File: src/rtl/pe_pkg.sv
// Shared constants, mode encodings and FSM state type for the PE2 issue controller.
package pe_pkg;

    localparam int Q        = 3329;
    localparam int DW       = 12;
    localparam int NTT_LAT  = 8;
    localparam int INTT_LAT = 14;
    localparam int TAG_W    = 8;
    localparam int SW_GAP   = 2;

    localparam logic MODE_NTT  = 1'b0;
    localparam logic MODE_INTT = 1'b1;

    typedef enum logic [1:0] {
        ST_IDLE,
        ST_RUN,
        ST_DRAIN,
        ST_SETTLE
    } state_t;

endpackage

File: src/rtl/pe2_issue_ctrl_if.sv
// Job stream, PE2 operand/result and completion signals for pe2_issue_ctrl.
// PE2_ISSUE_PERF_EN adds the perf_jobs/perf_switch/perf_stall counters.
interface pe2_issue_ctrl_if #(
    parameter int DW    = pe_pkg::DW,
    parameter int TAG_W = pe_pkg::TAG_W
);
    logic             in_valid;
    logic             in_ready;
    logic             in_mode;
    logic [DW-1:0]    in_u;
    logic [DW-1:0]    in_v;
    logic [DW-1:0]    in_w1;
    logic [DW-1:0]    in_w2;
    logic [TAG_W-1:0] in_tag;

    logic             pe_sel;
    logic [DW-1:0]    pe_u;
    logic [DW-1:0]    pe_v;
    logic [DW-1:0]    pe_w1;
    logic [DW-1:0]    pe_w2;
    logic [DW-1:0]    pe_bf_upper;
    logic [DW-1:0]    pe_bf_lower;

    logic             out_valid;
    logic [DW-1:0]    out_upper;
    logic [DW-1:0]    out_lower;
    logic [TAG_W-1:0] out_tag;
    logic             busy;

`ifdef PE2_ISSUE_PERF_EN
    logic [31:0]      perf_jobs;
    logic [15:0]      perf_switch;
    logic [31:0]      perf_stall;
`endif

    modport slave (
        input  in_valid, in_mode, in_u, in_v, in_w1, in_w2, in_tag,
        input  pe_bf_upper, pe_bf_lower,
        output in_ready, pe_sel, pe_u, pe_v, pe_w1, pe_w2,
        output out_valid, out_upper, out_lower, out_tag,
`ifdef PE2_ISSUE_PERF_EN
        output busy, perf_jobs, perf_switch, perf_stall
`else
        output busy
`endif
    );

    modport master (
        output in_valid, in_mode, in_u, in_v, in_w1, in_w2, in_tag,
        output pe_bf_upper, pe_bf_lower,
        input  in_ready, pe_sel, pe_u, pe_v, pe_w1, pe_w2,
        input  out_valid, out_upper, out_lower, out_tag,
`ifdef PE2_ISSUE_PERF_EN
        input  busy, perf_jobs, perf_switch, perf_stall
`else
        input  busy
`endif
    );

endinterface

File: src/rtl/pe2_lat_track.sv
// Valid/tag delay line and in-flight counter; completion strobe registered LAT edges after accept.
// No backpressure: one accept and one completion may occur per cycle.
module pe2_lat_track
    import pe_pkg::*;
#(
    parameter int TAG_W    = pe_pkg::TAG_W,
    parameter int NTT_LAT  = pe_pkg::NTT_LAT,
    parameter int INTT_LAT = pe_pkg::INTT_LAT,
    localparam int CW      = $clog2(INTT_LAT + 1)
) (
    input  logic             clk,
    input  logic             rst,
    input  logic             accept,
    input  logic             mode,
    input  logic [TAG_W-1:0] tag,
    output logic             done_vld,
    output logic [TAG_W-1:0] done_tag,
    output logic [CW-1:0]    inflight
);

    logic [INTT_LAT-1:0] vld_sr;
    logic [TAG_W-1:0]    tag_sr [INTT_LAT];
    logic                tap_vld;
    logic [TAG_W-1:0]    tap_tag;

    always_comb begin
        tap_vld = vld_sr[NTT_LAT-1];
        tap_tag = tag_sr[NTT_LAT-1];
        if (mode == MODE_INTT) begin
            tap_vld = vld_sr[INTT_LAT-1];
            tap_tag = tag_sr[INTT_LAT-1];
        end
    end

    // In NTT mode valid bits die at the NTT tap so a later INTT tap never sees a stale job.
    always_ff @(posedge clk or posedge rst) begin
        if (rst) begin
            vld_sr   <= '0;
            done_vld <= 1'b0;
            done_tag <= '0;
            inflight <= '0;
            for (int i = 0; i < INTT_LAT; i++) begin
                tag_sr[i] <= '0;
            end
        end else begin
            vld_sr[0] <= accept;
            tag_sr[0] <= tag;
            for (int i = 1; i < INTT_LAT; i++) begin
                vld_sr[i] <= vld_sr[i-1] & ((mode == MODE_INTT) || (i < NTT_LAT));
                tag_sr[i] <= tag_sr[i-1];
            end
            done_vld <= tap_vld;
            if (tap_vld) begin
                done_tag <= tap_tag;
            end
            case ({accept, tap_vld})
                2'b10:   inflight <= inflight + 1'b1;
                2'b01:   inflight <= inflight - 1'b1;
                default: inflight <= inflight;
            endcase
        end
    end

endmodule

File: src/rtl/pe2_issue_ctrl.sv
// PE2 butterfly issue controller: one job/cycle per mode, results after NTT_LAT/INTT_LAT edges.
// Mode change stalls in_ready, drains, switches pe_sel, settles SW_GAP cycles; PE2_ISSUE_PERF_EN adds counters.
module pe2_issue_ctrl
    import pe_pkg::*;
#(
    parameter int DW       = pe_pkg::DW,
    parameter int NTT_LAT  = pe_pkg::NTT_LAT,
    parameter int INTT_LAT = pe_pkg::INTT_LAT,
    parameter int TAG_W    = pe_pkg::TAG_W,
    parameter int SW_GAP   = pe_pkg::SW_GAP
) (
    input  logic                clk,
    input  logic                rst,
    pe2_issue_ctrl_if.slave     bus
);

    localparam int CW = $clog2(INTT_LAT + 1);
    localparam int GW = $clog2(SW_GAP + 1);
    localparam logic [GW-1:0] GAP_INIT = GW'(SW_GAP - 1);

    state_t        state;
    state_t        state_nxt;
    logic          cur_mode;
    logic          mode_nxt;
    logic          pend_mode;
    logic          pend_nxt;
    logic [GW-1:0] gap_cnt;
    logic [GW-1:0] gap_nxt;
    logic          open;
    logic          accept;
    logic          mismatch;
    logic [CW-1:0] inflight;
    logic          done_vld;
    logic [TAG_W-1:0] done_tag;

    assign open         = (state == ST_IDLE) || (state == ST_RUN);
    assign bus.in_ready = open && (bus.in_mode == cur_mode) && !rst;
    assign accept       = bus.in_valid && bus.in_ready;
    assign mismatch     = open && bus.in_valid && (bus.in_mode != cur_mode);

    always_comb begin
        state_nxt = state;
        mode_nxt  = cur_mode;
        pend_nxt  = pend_mode;
        gap_nxt   = gap_cnt;
        case (state)
            ST_IDLE, ST_RUN: begin
                if (mismatch) begin
                    if (inflight != '0) begin
                        state_nxt = ST_DRAIN;
                        pend_nxt  = bus.in_mode;
                    end else begin
                        state_nxt = ST_SETTLE;
                        mode_nxt  = bus.in_mode;
                        gap_nxt   = GAP_INIT;
                    end
                end else if (accept) begin
                    state_nxt = ST_RUN;
                end else if (inflight == '0) begin
                    state_nxt = ST_IDLE;
                end
            end
            ST_DRAIN: begin
                if (inflight == '0) begin
                    state_nxt = ST_SETTLE;
                    mode_nxt  = pend_mode;
                    gap_nxt   = GAP_INIT;
                end
            end
            ST_SETTLE: begin
                if (gap_cnt == '0) begin
                    state_nxt = ST_RUN;
                end else begin
                    gap_nxt = gap_cnt - 1'b1;
                end
            end
            default: state_nxt = ST_IDLE;
        endcase
    end

    always_ff @(posedge clk or posedge rst) begin
        if (rst) begin
            state     <= ST_IDLE;
            cur_mode  <= MODE_NTT;
            pend_mode <= MODE_NTT;
            gap_cnt   <= '0;
        end else begin
            state     <= state_nxt;
            cur_mode  <= mode_nxt;
            pend_mode <= pend_nxt;
            gap_cnt   <= gap_nxt;
        end
    end

    // Operands are presented to PE2 only in the cycle after their accept edge.
    always_ff @(posedge clk or posedge rst) begin
        if (rst) begin
            bus.pe_u  <= '0;
            bus.pe_v  <= '0;
            bus.pe_w1 <= '0;
            bus.pe_w2 <= '0;
        end else begin
            bus.pe_u  <= accept ? bus.in_u  : '0;
            bus.pe_v  <= accept ? bus.in_v  : '0;
            bus.pe_w1 <= accept ? bus.in_w1 : '0;
            bus.pe_w2 <= accept ? bus.in_w2 : '0;
        end
    end

    pe2_lat_track #(
        .TAG_W    (TAG_W),
        .NTT_LAT  (NTT_LAT),
        .INTT_LAT (INTT_LAT)
    ) u_trk (
        .clk      (clk),
        .rst      (rst),
        .accept   (accept),
        .mode     (cur_mode),
        .tag      (bus.in_tag),
        .done_vld (done_vld),
        .done_tag (done_tag),
        .inflight (inflight)
    );

    assign bus.pe_sel    = cur_mode;
    assign bus.out_valid = done_vld;
    assign bus.out_tag   = done_tag;
    assign bus.out_upper = bus.pe_bf_upper;
    assign bus.out_lower = bus.pe_bf_lower;
    assign bus.busy      = (state != ST_IDLE) || (inflight != '0);

`ifdef PE2_ISSUE_PERF_EN
    logic [31:0] perf_jobs_q;
    logic [15:0] perf_switch_q;
    logic [31:0] perf_stall_q;

    always_ff @(posedge clk or posedge rst) begin
        if (rst) begin
            perf_jobs_q   <= '0;
            perf_switch_q <= '0;
            perf_stall_q  <= '0;
        end else begin
            if (accept && (perf_jobs_q != '1)) begin
                perf_jobs_q <= perf_jobs_q + 32'd1;
            end
            if ((mode_nxt != cur_mode) && (perf_switch_q != '1)) begin
                perf_switch_q <= perf_switch_q + 16'd1;
            end
            if (bus.in_valid && !bus.in_ready && (perf_stall_q != '1)) begin
                perf_stall_q <= perf_stall_q + 32'd1;
            end
        end
    end

    assign bus.perf_jobs   = perf_jobs_q;
    assign bus.perf_switch = perf_switch_q;
    assign bus.perf_stall  = perf_stall_q;
`endif

endmodule

File: src/flat_wrapper.sv
// flat-port wrapper written by rule: the top's interface ports become plain ports
module pe2_issue_ctrl_flat import pe_pkg::*;
#(
    parameter int DW       = pe_pkg::DW,
    parameter int NTT_LAT  = pe_pkg::NTT_LAT,
    parameter int INTT_LAT = pe_pkg::INTT_LAT,
    parameter int TAG_W    = pe_pkg::TAG_W,
    parameter int SW_GAP   = pe_pkg::SW_GAP
)
  (clk, rst, bus_in_valid, bus_in_mode, bus_in_u, bus_in_v, bus_in_w1, bus_in_w2, bus_in_tag, bus_pe_bf_upper, bus_pe_bf_lower, bus_in_ready, bus_pe_sel, bus_pe_u, bus_pe_v, bus_pe_w1, bus_pe_w2, bus_out_valid, bus_out_upper, bus_out_lower, bus_out_tag, bus_busy);
  pe2_issue_ctrl_if #(.DW(DW), .TAG_W(TAG_W)) bus_i ();
  input  logic clk;
  input  logic rst;
  input wire logic [$bits(bus_i.in_valid)-1:0] bus_in_valid;
  input wire logic [$bits(bus_i.in_mode)-1:0] bus_in_mode;
  input wire logic [$bits(bus_i.in_u)-1:0] bus_in_u;
  input wire logic [$bits(bus_i.in_v)-1:0] bus_in_v;
  input wire logic [$bits(bus_i.in_w1)-1:0] bus_in_w1;
  input wire logic [$bits(bus_i.in_w2)-1:0] bus_in_w2;
  input wire logic [$bits(bus_i.in_tag)-1:0] bus_in_tag;
  input wire logic [$bits(bus_i.pe_bf_upper)-1:0] bus_pe_bf_upper;
  input wire logic [$bits(bus_i.pe_bf_lower)-1:0] bus_pe_bf_lower;
  output wire logic [$bits(bus_i.in_ready)-1:0] bus_in_ready;
  output wire logic [$bits(bus_i.pe_sel)-1:0] bus_pe_sel;
  output wire logic [$bits(bus_i.pe_u)-1:0] bus_pe_u;
  output wire logic [$bits(bus_i.pe_v)-1:0] bus_pe_v;
  output wire logic [$bits(bus_i.pe_w1)-1:0] bus_pe_w1;
  output wire logic [$bits(bus_i.pe_w2)-1:0] bus_pe_w2;
  output wire logic [$bits(bus_i.out_valid)-1:0] bus_out_valid;
  output wire logic [$bits(bus_i.out_upper)-1:0] bus_out_upper;
  output wire logic [$bits(bus_i.out_lower)-1:0] bus_out_lower;
  output wire logic [$bits(bus_i.out_tag)-1:0] bus_out_tag;
  output wire logic [$bits(bus_i.busy)-1:0] bus_busy;
  assign bus_i.in_valid = bus_in_valid;
  assign bus_i.in_mode = bus_in_mode;
  assign bus_i.in_u = bus_in_u;
  assign bus_i.in_v = bus_in_v;
  assign bus_i.in_w1 = bus_in_w1;
  assign bus_i.in_w2 = bus_in_w2;
  assign bus_i.in_tag = bus_in_tag;
  assign bus_i.pe_bf_upper = bus_pe_bf_upper;
  assign bus_i.pe_bf_lower = bus_pe_bf_lower;
  assign bus_in_ready = bus_i.in_ready;
  assign bus_pe_sel = bus_i.pe_sel;
  assign bus_pe_u = bus_i.pe_u;
  assign bus_pe_v = bus_i.pe_v;
  assign bus_pe_w1 = bus_i.pe_w1;
  assign bus_pe_w2 = bus_i.pe_w2;
  assign bus_out_valid = bus_i.out_valid;
  assign bus_out_upper = bus_i.out_upper;
  assign bus_out_lower = bus_i.out_lower;
  assign bus_out_tag = bus_i.out_tag;
  assign bus_busy = bus_i.busy;
  pe2_issue_ctrl #(.DW(DW), .NTT_LAT(NTT_LAT), .INTT_LAT(INTT_LAT), .TAG_W(TAG_W), .SW_GAP(SW_GAP)) u_core (.clk(clk), .rst(rst), .bus(bus_i));
endmodule
File: config.mk
export PLATFORM = sky130hd
export DESIGN_NAME = pe2_issue_ctrl_flat
export DESIGN_NICKNAME = d
export VERILOG_FILES = /design/src/rtl/pe_pkg.sv /design/src/rtl/pe2_issue_ctrl_if.sv /design/src/rtl/pe2_lat_track.sv /design/src/rtl/pe2_issue_ctrl.sv /design/src/flat_wrapper.sv
export SDC_FILE = /design/constraint.sdc
export NUM_CORES = 1
export LEC_CHECK = 0
export CORE_ASPECT_RATIO = 0.8
export CORE_MARGIN = 1
export CORE_UTILIZATION = 40
export DETAILED_ROUTE_END_ITERATION = 7
export PLACE_DENSITY = 0.66
export RECOVER_POWER = 25
export SYNTH_ARGS = -nofsm -noshare
export SYNTH_HDL_FRONTEND = slang
export SYNTH_HIERARCHICAL = 1
export SYNTH_SLANG_ARGS = --single-unit
File: constraint.sdc
create_clock -name clk -period 5 [get_ports clk]
set_input_delay 0.5 -clock clk [delete_from_list [all_inputs] [get_ports clk]]
set_output_delay 0.5 -clock clk [all_outputs]
set_load 0.05 [all_outputs]
After elaboration in Yosys (flattened, before gate mapping)
Index checks and enable logic that the tools add are counted.

Bits in registers: 193. Output and inout bits: 84. Logic and storage cells: 91.

Add/sub/neg operators: 3. Eq/ne operators: 13. Muxes and demuxes: 23. Bitwise logic cells: 6. Reductions and logical operators: 20.

Operator list (number): 2-to-1 mux 12 bit (4); 2-to-1 mux 2 bit (9); case mux 2 bit (3 select lines) (2); 2-to-1 mux 8 bit (1); case mux 4 bit (2 select lines) (1); AND reduction 4 bit (2); bitwise AND 1 bit (6); == test 2 bit (second input constant) (3); != test 2 x 1 -> 1 bit (second input constant) (3); AND reduction 3 bit (2); nonzero test 2 bit (3); logical AND 1 bit (5); 2-to-1 mux 1 bit (5); adder 4 x 1 -> 4 bit (second input constant) (1); == test 2 x 1 -> 1 bit (second input constant) (2); logical NOT 2 bit (2); logical NOT 4 bit (1); != test 2 bit (second input constant) (2); != test 4 x 1 -> 1 bit (second input constant) (1); nonzero test 4 bit (1); subtractor 4 x 1 -> 4 bit (second input constant) (1); logical OR 1 bit (2); case mux 1 bit (2 select lines) (1); OR reduction 2 bit (1); other kinds (4) (4).

Logic depth before layout (Yosys ltp)
Gate-level depths: netlist of run 1.

Depth in word-level cells: 8. Depth in mapped cells: 12. Mapped depth without buffers: 11.

Cells and area by module
The synthesis of run 1 kept the hierarchy.

By module, submodules not included: pe2_lat_track (times used 1, cells each 194, area each 3877.5 um^2, sequential area each 3478.3 um^2); pe2_issue_ctrl (times used 1, cells each 175, area each 2183.3 um^2, sequential area each 1351.3 um^2).

Worst setup path after synthesis of run 1
No wires, ideal clock.

Path type: reg-to-reg. Start: register u_core.cur_mode, in the netlist u_core/bus.pe_sel. End: register u_core.u_trk.inflight[2]. Data arrival time: 2704 ps. Setup slack: 2167 ps. Stages on the path, launching flop included: 13. Buffers on the path: 1. Period minus slack after synthesis: 2833 ps. Path through: dfrtp_1 xor2_2 nor3_4 buf_6 and2_1 inv_1 ha_1 xor2_1 ha_1 a21oi_1 xor2_1 nor2_1 xor2_1.

Word-level cells in the longest chain between the ends: 6. Elaborated cells on any way between the ends: 9. Those cells by class: eq/ne: 3; mux: 2; reduce/logical: 4.

Ends and longest elaborated chain: from (decl) (RTL line pe2_issue_ctrl.sv:23) `logic cur_mode;`; from (signal assigned) (RTL line pe2_issue_ctrl.sv:89) `cur_mode <= mode_nxt;`; == test 1 bit (*) (RTL line pe2_issue_ctrl.sv:37) `assign bus.in_ready = open && (bus.in_mode == cur_mode) && !rst;`; logical AND 1 bit (*) (2 in series) (RTL line pe2_issue_ctrl.sv:37); net bus_in_ready (RTL line flat_wrapper.sv:23) `output wire logic [$bits(bus_i.in_ready)-1:0] bus_in_ready;`; logical AND 1 bit (*) (RTL line pe2_issue_ctrl.sv:38) `assign accept = bus.in_valid && bus.in_ready;`; net u_core.accept (RTL line pe2_issue_ctrl.sv:30) `logic accept;`; == test 2 x 1 -> 1 bit or == test 2 bit (tied branches) (RTL line pe2_lat_track.sv:56) `case ({accept, tap_vld})`; case mux 4 bit (2 select lines) or nonzero test 2 bit (tied branches); to (signal assigned) (RTL line pe2_lat_track.sv:57) `2'b10: inflight <= inflight + 1'b1;`; to (signal assigned) (RTL line pe2_lat_track.sv:58) `2'b01: inflight <= inflight - 1'b1;`; to (signal assigned) (RTL line pe2_lat_track.sv:59) `default: inflight <= inflight;`; to (decl) (RTL line pe2_lat_track.sv:18) `output logic [CW-1:0] inflight`.

Mark *: on every way through the listed nets, which the timed path passes. The rest lies on a longest branch. A chain may end at the register's enable or synchronous reset.

Worst setup path after layout of run 1
Start: register u_core.cur_mode, in the netlist u_core/bus.pe_sel. End: output port bus_in_ready.

Word-level cells in the longest chain between the ends: 3.

Ends and longest elaborated chain (RTL line): == test 1 bit (pe2_issue_ctrl.sv:37); logical AND 1 bit (2 in series) (pe2_issue_ctrl.sv:37); to (decl) (flat_wrapper.sv:23).

Every way passes these cells.

==> results.md, run 1 <==
- Status: finished clean
- Crit Path Class: register to output pin
- Port-buffer cells: 119
- Clock Sinks: between 150 and 200
- Post-CTS Hold Fix Bufs: 0
- Post-DP HPWL: 6690 um
- Final setup margin: between 1 and 1.5 ns
- Global-route wire length before repair: 17000 um
- Yosys top cell area share: 79.7%
- Min-Delay Path Depth: 0
- Clock Skew: 0.00935 ns
- Largest net degree at the start of global routing: between 100 and 150
- CTS tree: built
- FP Rows: 39
- Peak supply drop: 0.317 mV
- Final Critical Period: 3.63 ns
- Slew @ Worst Pin: 1.10 ns
- Post-CTS Setup Repair Bufs: 0
- Total global routing overflow: 0
- Post-synthesis sequential area ratio: roughly four fifths
- Die area: 15700 sq um
- Clock Latency Late Sink: 0.42 ns
- Setup TNS: 0 ns
- Die height: 112 um
- Ys flop type: dfrtp_1
- CP Launch Type: register
- # H-tree levels: 4
- Total power: 3.88 mW
- Max clock buf depth: 2
- Initial detailed-routing violation count: 172
- CTS buffer count: 17
- Core area: 14500 sq um
- Max Fanout on Critical Path: 49
- Min-delay worst type: register to register
- CP Capture Type: output pin
- Max-slew headroom: around a quarter
- Pre-CTS setup slack: 1.79 ns
- Mapped Cells: 369
- Finish-stage setup viols: 0
- Initial Util: between 40% and 50%
- GP Congestion: 0.753
- Synth cell count leaders: dfrtp_1 (193), and3_1 (48), buf_4 (26), mux2i_1 (9), o21ai_0 (9)
- Count leader, synth: dfrtp_1
- Detailed Routing Iterations Pass 1: 4
- Ys async rst share: 100%
- Worst EP required: 4.50 ns
- Placed inst area: slightly above 7000 sq um
- Post-CTS resize count: 0
- Die width: 140 um
- Layout Area Growth over Synthesis: 30.1%
- Non-Filler Instances: 667
- Seq cells post-synth: 193
- R2r worst-path depth: 9
- Pleak: 3.74 nW
- Initial antenna violation count: 0
- Gr usage total: approximately 14%
- Post-DR vias/cell: approximately 4.5
- RSZ-0062 raised after global routing: no
- Top post-synthesis cells by area: dfrtp_1 (80%), and3_1 (5.0%), buf_4 (3.2%)
- Power per cell area: 492 nW/um^2
- NumNets Final: 558
- Fmax: between 0.2 and 0.3 GHz
- Placed Cells: 635
- Post-DRT Antenna Nets: 0
- Root Driver: clkbuf_16
- Syn Std Cell Area: 6060 sq um
- Fillers: 1169
- Share of cells above drive strength 1: 9.94%
- I/O pin cnt: 168
- Slew Limit Fails: 0
- Max Cap Viol: 0
- Antenna cells: 0
- Number of global-route vias before repair: 3280
- Routed wire length: 10300 um
- Clk pin slew, worst setup/hold paths: 0.07 ns
- Remaining DRCs: 0
- Mapped Avg Cell Area: 16.4 sq um
- Final hold viol count: 0
- Final instance area: a little under 8000 sq um
- Post-synth EDFFs: 0
- Yosys top cell by area: dfrtp_1
- Yosys warns: 6
- Arr. time, crit path: 3.13 ns
- DR WL/cell: ~15 um
- Distinct cell type count after synthesis: 40
- Mapped Nets: 457
- Period utilisation layout: 72.6%
- DR vias: 3027
-- metal layers --
metal	track usage [%]	vias to the layer above	share of wire, %
li1	-	1395	-
met3	3.92	40	3.8
met4	8.79	0	3.3
met5	0	-	0
met2	21.0	61	47
met1	19.4	1531	45
-- cell families after synthesis --
logic type / count (synthesis) / share of synthesized area (%)
DFF: 193 / 79.7
and+or+nand+nor: 83 / 8.73
buffers and inverters: 47 / 5.18
AOI/OAI and AO/OA: 23 / 2.21
muxes: 12 / 2.23
xor gates and xnor gates: 7 / 1.14
adders and majority gates: 4 / 0.826
-- layout make-up --
cell class / instances / area [sq um] / area share (%)
flip-flops and latches: 193 / 4830 / 61.3
repair buffers: 122 / 1210 / 15.4
multi-input cells: 129 / 917 / 11.6
clock buffers: 18 / 439 / 5.57
well taps: 184 / 230 / 2.92
clock inverters: 14 / 221 / 2.81
inverters: 7 / 31.3 / 0.397
-- cells in the final DEF (no fill, tap or decap), types with 5 or more instances in the layout --
master           Yosys  routed
xor2_1               5       5
mux2i_1              9       9
clkbuf_16            0      17
and3_1              48      48
inv_1                7       5
clkdlybuf4s50_1      0     113
dfrtp_1            193     193
o21ai_0              9       9
dlygate4sd3_1        0       6
nand2_1              8       8
and2_1               8       8
-- registers in the layout, indices dropped and copies added (netlist names) --
| name | flops |
|---|---|
| u_core/bus.pe_sel | 1 |
| u_core/bus.pe_u | 12 |
| u_core/bus.pe_v | 12 |
| u_core/bus.pe_w1 | 12 |
| u_core/bus.pe_w2 | 12 |
| u_core/gap_cnt | 2 |
| u_core/pend_mode | 1 |
| u_core/state | 2 |
| u_core/u_trk/done_tag | 8 |
| u_core/u_trk/done_vld | 1 |
| u_core/u_trk/inflight | 4 |
| u_core/u_trk/tag_sr | 112 |
| u_core/u_trk/vld_sr | 14 |
-- where the power goes --
group / internal (mW) / switching [mW] / total (mW)
combinational: 0.253 / 0.376 / 0.630
clock: 0.831 / 0.608 / 1.44
sequential: 1.70 / 0.116 / 1.81
-- per-stage QoR --
step	hold slack, ns	util, %
finish	0.347	54.2
CTS	0.348	54.2
floorplan	0.331	-
global placement	0.331	49.7
global route	0.355	54.2
detailed placement	0.335	49.7
-- worst paths after layout --
kind                                         startpoint  slack (ns)                  endpoint
worst min-delay path            u_core/u_trk/tag_sr[37]        0.35   u_core/u_trk/tag_sr[29]
max in group asynchronous                           rst        3.26    u_core/u_trk/vld_sr[6]
worst min register to register  u_core/u_trk/tag_sr[37]        0.35   u_core/u_trk/tag_sr[29]
min in group asynchronous                           rst        0.77     u_core/u_trk/done_vld
worst max-delay path                  u_core/bus.pe_sel        1.37              bus_in_ready
worst max register to register        u_core/bus.pe_sel        1.98  u_core/u_trk/inflight[2]
-- worst max-delay path, cell delays in order (launching register included) --
cell and delay (ns):
dfrtp_1 0.95, xor2_2 0.27, nor3_4 0.21, buf_4 0.39, clkdlybuf4s50_1 0.88
No activity file was read; power rests on OpenSTA's default activity.
==> inputs of run 2 (changes only) <==
Clock period 5 ns to 3.8 ns, I/O delays scaled along.
==> results.md, run 2 (synthesis results as in run 1) <==
- Root Driver: clkbuf_16
- Worst EP required: 3.42 ns (-1.08 ns)
- Initial detailed-routing violation count: 175 (+1.7%)
- Peak supply drop: 0.436 mV (+38%)
- Clock Latency Late Sink: 0.42 ns (about the same)
- Gr usage total: 14.3% (-0.15 points)
- Arr. time, crit path: 2.56 ns (-0.57 ns)
- Die height: 112 um (unchanged)
- Post-DP HPWL: 6590 um (-1.6%)
- Core area: 14500 sq um (unchanged)
- Clk pin slew, worst setup/hold paths: 0.07 ns (about the same)
- Detailed Routing Iterations Pass 1: 4 (unchanged)
- Status: finished clean
- Slew Limit Fails: 0 (unchanged)
- Placed inst area: 7250 sq um (+0.36%)
- Setup TNS: 0 ns (unchanged)
- Post-CTS Hold Fix Bufs: 0 (unchanged)
- Max Fanout on Critical Path: 50 (+2.0%)
- CP Launch Type: register
- Most flops, register: u_core/u_trk/tag_sr
- Clock Sinks: 193 (unchanged)
- Reg-to-Reg End: u_core/u_trk/inflight[2]
- Pleak: 3.72 nW (-0.55%)
- Port-buffer cells: 119 (unchanged)
- Most frequent cells in the layout: dfrtp_1 (193), clkdlybuf4s50_1 (111), and3_1 (48)
- FP Rows: 39 (unchanged)
- Final hold viol count: 0 (unchanged)
- Post-DR vias/cell: 4.54 (about the same)
- Final instance area: 7850 sq um (-0.44%)
- Die width: 140 um (unchanged)
- Clock Skew: 0.00689 ns (-0.00247 ns)
- Hold EP: u_core/u_trk/tag_sr[27]
- Max Cap Viol: 0 (unchanged)
- DR WL/cell: 15.3 um (-1.1%)
- Post-CTS Setup Repair Bufs: 0 (unchanged)
- Commonest non-fill, non-tap cell in the layout: dfrtp_1
- DR vias: 3039 (+0.40%)
- Reg2reg start: u_core/bus.pe_sel
- I/O pin cnt: 168 (unchanged)
- Post-CTS resize count: 0 (unchanged)
- Max-slew headroom: 25.8% (-0.75 points)
- R2r worst-path depth: 10 (+1)
- CTS tree: built
- Initial Util: 41.7% (unchanged)
- Largest register FFs: 112 (unchanged)
- Die area: 15700 sq um (unchanged)
- Crit Path Class: register to output pin
- Slowest-stage cell, CP: clkdlybuf4s50_1
- Fmax: ~0.34 GHz
- Min-delay worst type: register to register
- NumNets Final: 560 (+0.36%)
- Initial antenna violation count: 0 (unchanged)
- Share of cells above drive strength 1: 10.3% (+0.37 points)
- Antenna cells: 0 (unchanged)
- Hold path startpoint: u_core/u_trk/tag_sr[35]
- Final Critical Period: 2.94 ns
- CP top delay family: buffers and inverters
- RSZ-0062 raised after global routing: no
- CP Capture Type: output pin
- Power per cell area: 633 nW/um^2 (+29%)
- Remaining DRCs: 0 (unchanged)
- Post-DRT Antenna Nets: 0 (unchanged)
- Period utilisation layout: 77.5%
- Worst path buffer plus inverter count: 2 (unchanged)
- Routed wire length: 10200 um (-0.78%)
- Largest net degree at the start of global routing: 85 (-21%)
- Finish-stage setup viols: 0 (unchanged)
- Flop-to-flop setup slack: 1.09 ns (-0.89 ns)
- Number of global-route vias before repair: 3277 (-0.091%)
- Global-route wire length before repair: 17000 um (-0.28%)
- Min-Delay Path Depth: 0 (unchanged)
- Critical-path cell list: xor2_2 > nor3_4 > buf_4 > clkdlybuf4s50_1
- Slowest stage delay, CP: 0.88 ns (-0.07 ns)
- Layout Area Growth over Synthesis: 29.5%
- Top Registers: u_core/u_trk/tag_sr: 112 flops, u_core/u_trk/vld_sr: 14 flops
- GP Congestion: 0.753 (+0.11%)
- # H-tree levels: 4 (unchanged)
- Total global routing overflow: 0 (unchanged)
- CTS buffer count: 17 (unchanged)
- Max clock buf depth: 2 (unchanged)
- Slew @ Worst Pin: 1.11 ns (+0.0112 ns)
run 2: how the worst max path moves through the flow:
stage | from | endpoint | slack (ns) | depth (start not counted)
finish | u_core/bus.pe_sel | bus_in_ready | 0.86 | 4
global route | u_core/bus.pe_sel | bus_in_ready | 0.71 | 4
CTS | u_core/bus.pe_sel | bus_in_ready | 0.83 | 4
detailed placement | bus_in_mode | bus_in_ready | 0.92 | 5
global placement | bus_in_mode | bus_in_ready | 0.97 | 5
floorplan | u_core/bus.pe_sel | u_core/u_trk/inflight[2] | 0.97 | 12
run 2: worst reg2reg max path, stage by stage (launching register included):
cell and delay, ns:
dfrtp_1 0.47, buf_4 0.29, mux2i_4 0.51, inv_1 0.16
ha_1 0.29, xor2_1 0.19, ha_1 0.19, a21oi_1 0.14
xor2_1 0.16, nor2_1 0.06, xor2_1 0.14
run 2: layout make-up:
type | instances | area [sq um]
clock buffer | 17 | 425
clock inverter | 15 | 174
fill | 1145 | 6690
inverter | 7 | 30.0
multi-input combinational | 129 | 917
sequential | 193 | 4830
tap | 184 | 230
timing repair buffer | 124 | 1240
run 2: per-stage QoR:
step	hold slack [ns]	power, mW	instances	setup slack (ns)	utilization (%)
after floorplan	0.331	3.04	369	0.967	-
after global placement	0.331	3.23	637	0.967	49.8
after detailed placement	0.335	3.26	637	0.919	49.8
after CTS	0.347	5.03	669	0.834	54.0
after global routing	0.349	5.19	669	0.713	54.0
final	0.346	4.97	669	0.857	54.0
run 2: where the power goes:
group | switching, mW | internal, mW
combinational | 0.509 | 0.337
clock | 0.811 | 0.941
sequential | 0.135 | 2.23
run 2: per-layer routing:
metal	up-vias	global-route usage (%)	share of wire, %
met5	-	0	0
met4	0	8.50	3.0
met2	64	22.3	49
met1	1542	18.3	44
li1	1394	-	-
met3	39	3.41	4.0
==> inputs of run 3 (changes only) <==
Clock period 3.8 ns to 2.9 ns, I/O delays scaled along.
==> results.md, run 3 (synthesis results as in run 1) <==
- Core area: 14500 sq um (unchanged)
- Die area: 15700 sq um (unchanged)
- Detailed Routing Iterations Pass 1: 4 (unchanged)
- Number of global-route vias before repair: 3209 (-2.1%)
- Largest net degree at the start of global routing: 73 (-14%)
- Most flops, register: u_core/u_trk/tag_sr
- Gr usage total: 14.2% (-0.037 points)
- CP top delay family: simple AND/OR/NAND/NOR gates
- Die width: 140 um (unchanged)
- Worst EP required: 2.61 ns (-0.81 ns)
- Max clock buf depth: 2 (unchanged)
- Most frequent cells in the layout: dfrtp_1 (193), clkdlybuf4s50_1 (110), and3_1 (48)
- RSZ-0062 raised after global routing: no
- Period utilisation layout: a little over nine tenths
- Arr. time, crit path: 2.50 ns (-0.06 ns)
- Reg2reg start: u_core/bus.pe_sel
- Clk pin slew, worst setup/hold paths: 0.06 ns (about the same)
- Final instance area: 7870 sq um (+0.22%)
- Max Fanout on Critical Path: 7 (-86%)
- Max Cap Viol: 0 (unchanged)
- FF+latch area: 4830 sq um (unchanged)
- Final hold viol count: 0 (unchanged)
- I/O pin cnt: 168 (unchanged)
- Met3 usage: 4.86% (+1.5 points)
- Slew Limit Fails: 0 (unchanged)
- CP Capture Type: output pin
- Pre-CTS setup slack: 0.299 ns (-0.621 ns)
- Status: finished clean
- Setup TNS: 0 ns (unchanged)
- # H-tree levels: 4 (unchanged)
- Met2 Usage GRT: 21.6% (-0.77 points)
- Commonest non-fill, non-tap cell in the layout: dfrtp_1
- Post-DRT Antenna Nets: 0 (unchanged)
- Crit Path Class: register to output pin
- Share of cells above drive strength 1: 10.9% (+0.55 points)
- Die height: 112 um (unchanged)
- Total global routing overflow: 0 (unchanged)
- Root Driver: clkbuf_16
- Post-CTS resize count: 0 (unchanged)
- Post-DR vias/cell: 4.55 (+0.24%)
- Peak supply drop: 0.495 mV (+13%)
- Slew @ Worst Pin: 0.579 ns (-0.532 ns)
- Slowest-stage cell, CP: clkdlybuf4s50_1
- NumNets Final: 564 (+0.71%)
- Max-slew headroom: 61.3% (+36 points)
- Clock Skew: 0.00563 ns (-0.00125 ns)
- Slowest stage delay, CP: 0.72 ns (-0.16 ns)
- Placed inst area: 7300 sq um (+0.73%)
- Multi-input logic area: 917 sq um (unchanged)
- FP Rows: 39 (unchanged)
- Pleak: 3.72 nW (about the same)
- Port-buffer cells: 119 (unchanged)
- Largest register FFs: 112 (unchanged)
- R2r worst-path depth: 10 (unchanged)
- DR WL/cell: 15.2 um (-0.82%)
- DR vias: 3060 (+0.69%)
- Min-Delay Path Depth: 0 (unchanged)
- GP Congestion: 0.731 (-3.0%)
- Min-delay worst type: register to register
- Layout Area Growth over Synthesis: 29.8%
- Post-CTS Setup Repair Bufs: 0 (unchanged)
- Final setup margin: 0.107 ns (-0.750 ns)
- Fmax: approximately 0.36 GHz
- Most Crowded Layer GR: met2
- Top Registers: u_core/u_trk/tag_sr: 112 flops, u_core/u_trk/vld_sr: 14 flops
- Worst path buffer plus inverter count: 1 (-1)
- Final Critical Period: 2.79 ns
- Remaining DRCs: 0 (unchanged)
- CTS buffer count: 17 (unchanged)
- Crit path from: u_core/u_trk/inflight[1]
- Initial Util: 41.7% (unchanged)
- Clock Latency Late Sink: 0.42 ns (about the same)
- Finish-stage setup viols: 0 (unchanged)
- Post-CTS Hold Fix Bufs: 0 (unchanged)
- Hold path startpoint: u_core/u_trk/tag_sr[57]
- Fillers: 1166 (+1.8%)
- Initial antenna violation count: 0 (unchanged)
- Power per cell area: 813 nW/um^2 (+29%)
- Antenna cells: 0 (unchanged)
- Global-route wire length before repair: 16600 um (-2.1%)
- Critical-path cell list: or4_4 > or3_1 > clkdlybuf4s50_1
- Met1 Use GR: 18.1% (-0.19 points)
- Hold_ws: 0.347 ns (+0.000530 ns)
- WP depth: 3 (-1)
- CP Launch Type: register
- Routed wire length: 10200 um (-0.37%)
- Post-DP HPWL: 6770 um (+2.8%)
- Clock Sinks: 193 (unchanged)
- CTS tree: built
- Initial detailed-routing violation count: 151 (-14%)
## run 3: changes by cell type in the layout (fill, tap and decap cells not counted), sizes merged
| cell | before | now |
|---|---|---|
| clkinv | 5 | 3 |
| clkdlybuf4s50 | 111 | 110 |
| clkinvlp | 3 | 6 |
| inv | 13 | 8 |
| buf | 5 | 10 |
| clkbuf | 17 | 20 |
## run 3: cell type report
class	instances	area share, %
timing repair buffer	128	16.4
clock buffer	20	5.81
inverter	7	0.382
clock inverter	11	1.37
tap	184	2.93
sequential	193	61.4
multi-input combinational	129	11.7
## run 3: per-stage QoR
step	utilization (%)	instances	power (mW)
after floorplan	-	369	3.98
after global placement	50.2	641	4.24
after detailed placement	50.2	641	4.28
after CTS	54.1	672	6.49
after global routing	54.1	672	6.71
final	54.1	672	6.40
## run 3: final timing paths
check / endpoint / slack, ns
setup / recovery: bus_busy / 0.11
hold / removal: u_core/u_trk/tag_sr[49] / 0.35
setup reg to reg: u_core/u_trk/inflight[2] / 0.55
hold reg to reg: u_core/u_trk/tag_sr[49] / 0.35
max in group asynchronous: u_core/u_trk/tag_sr[40] / 1.74
min in group asynchronous: u_core/bus.pe_v[3] / 0.39
## run 3: per-layer routing
layer	routed length, um	vias up	share of wire, %
met1	4470	1556	44
met5	0	-	0
met2	4950	67	49
met4	272	0	2.7
li1	-	1403	-
met3	489	34	4.8
## run 3: where the power goes
group / internal [mW] / switching [mW]
clock: 1.23 / 0.948
sequential: 2.93 / 0.169
combinational: 0.458 / 0.666
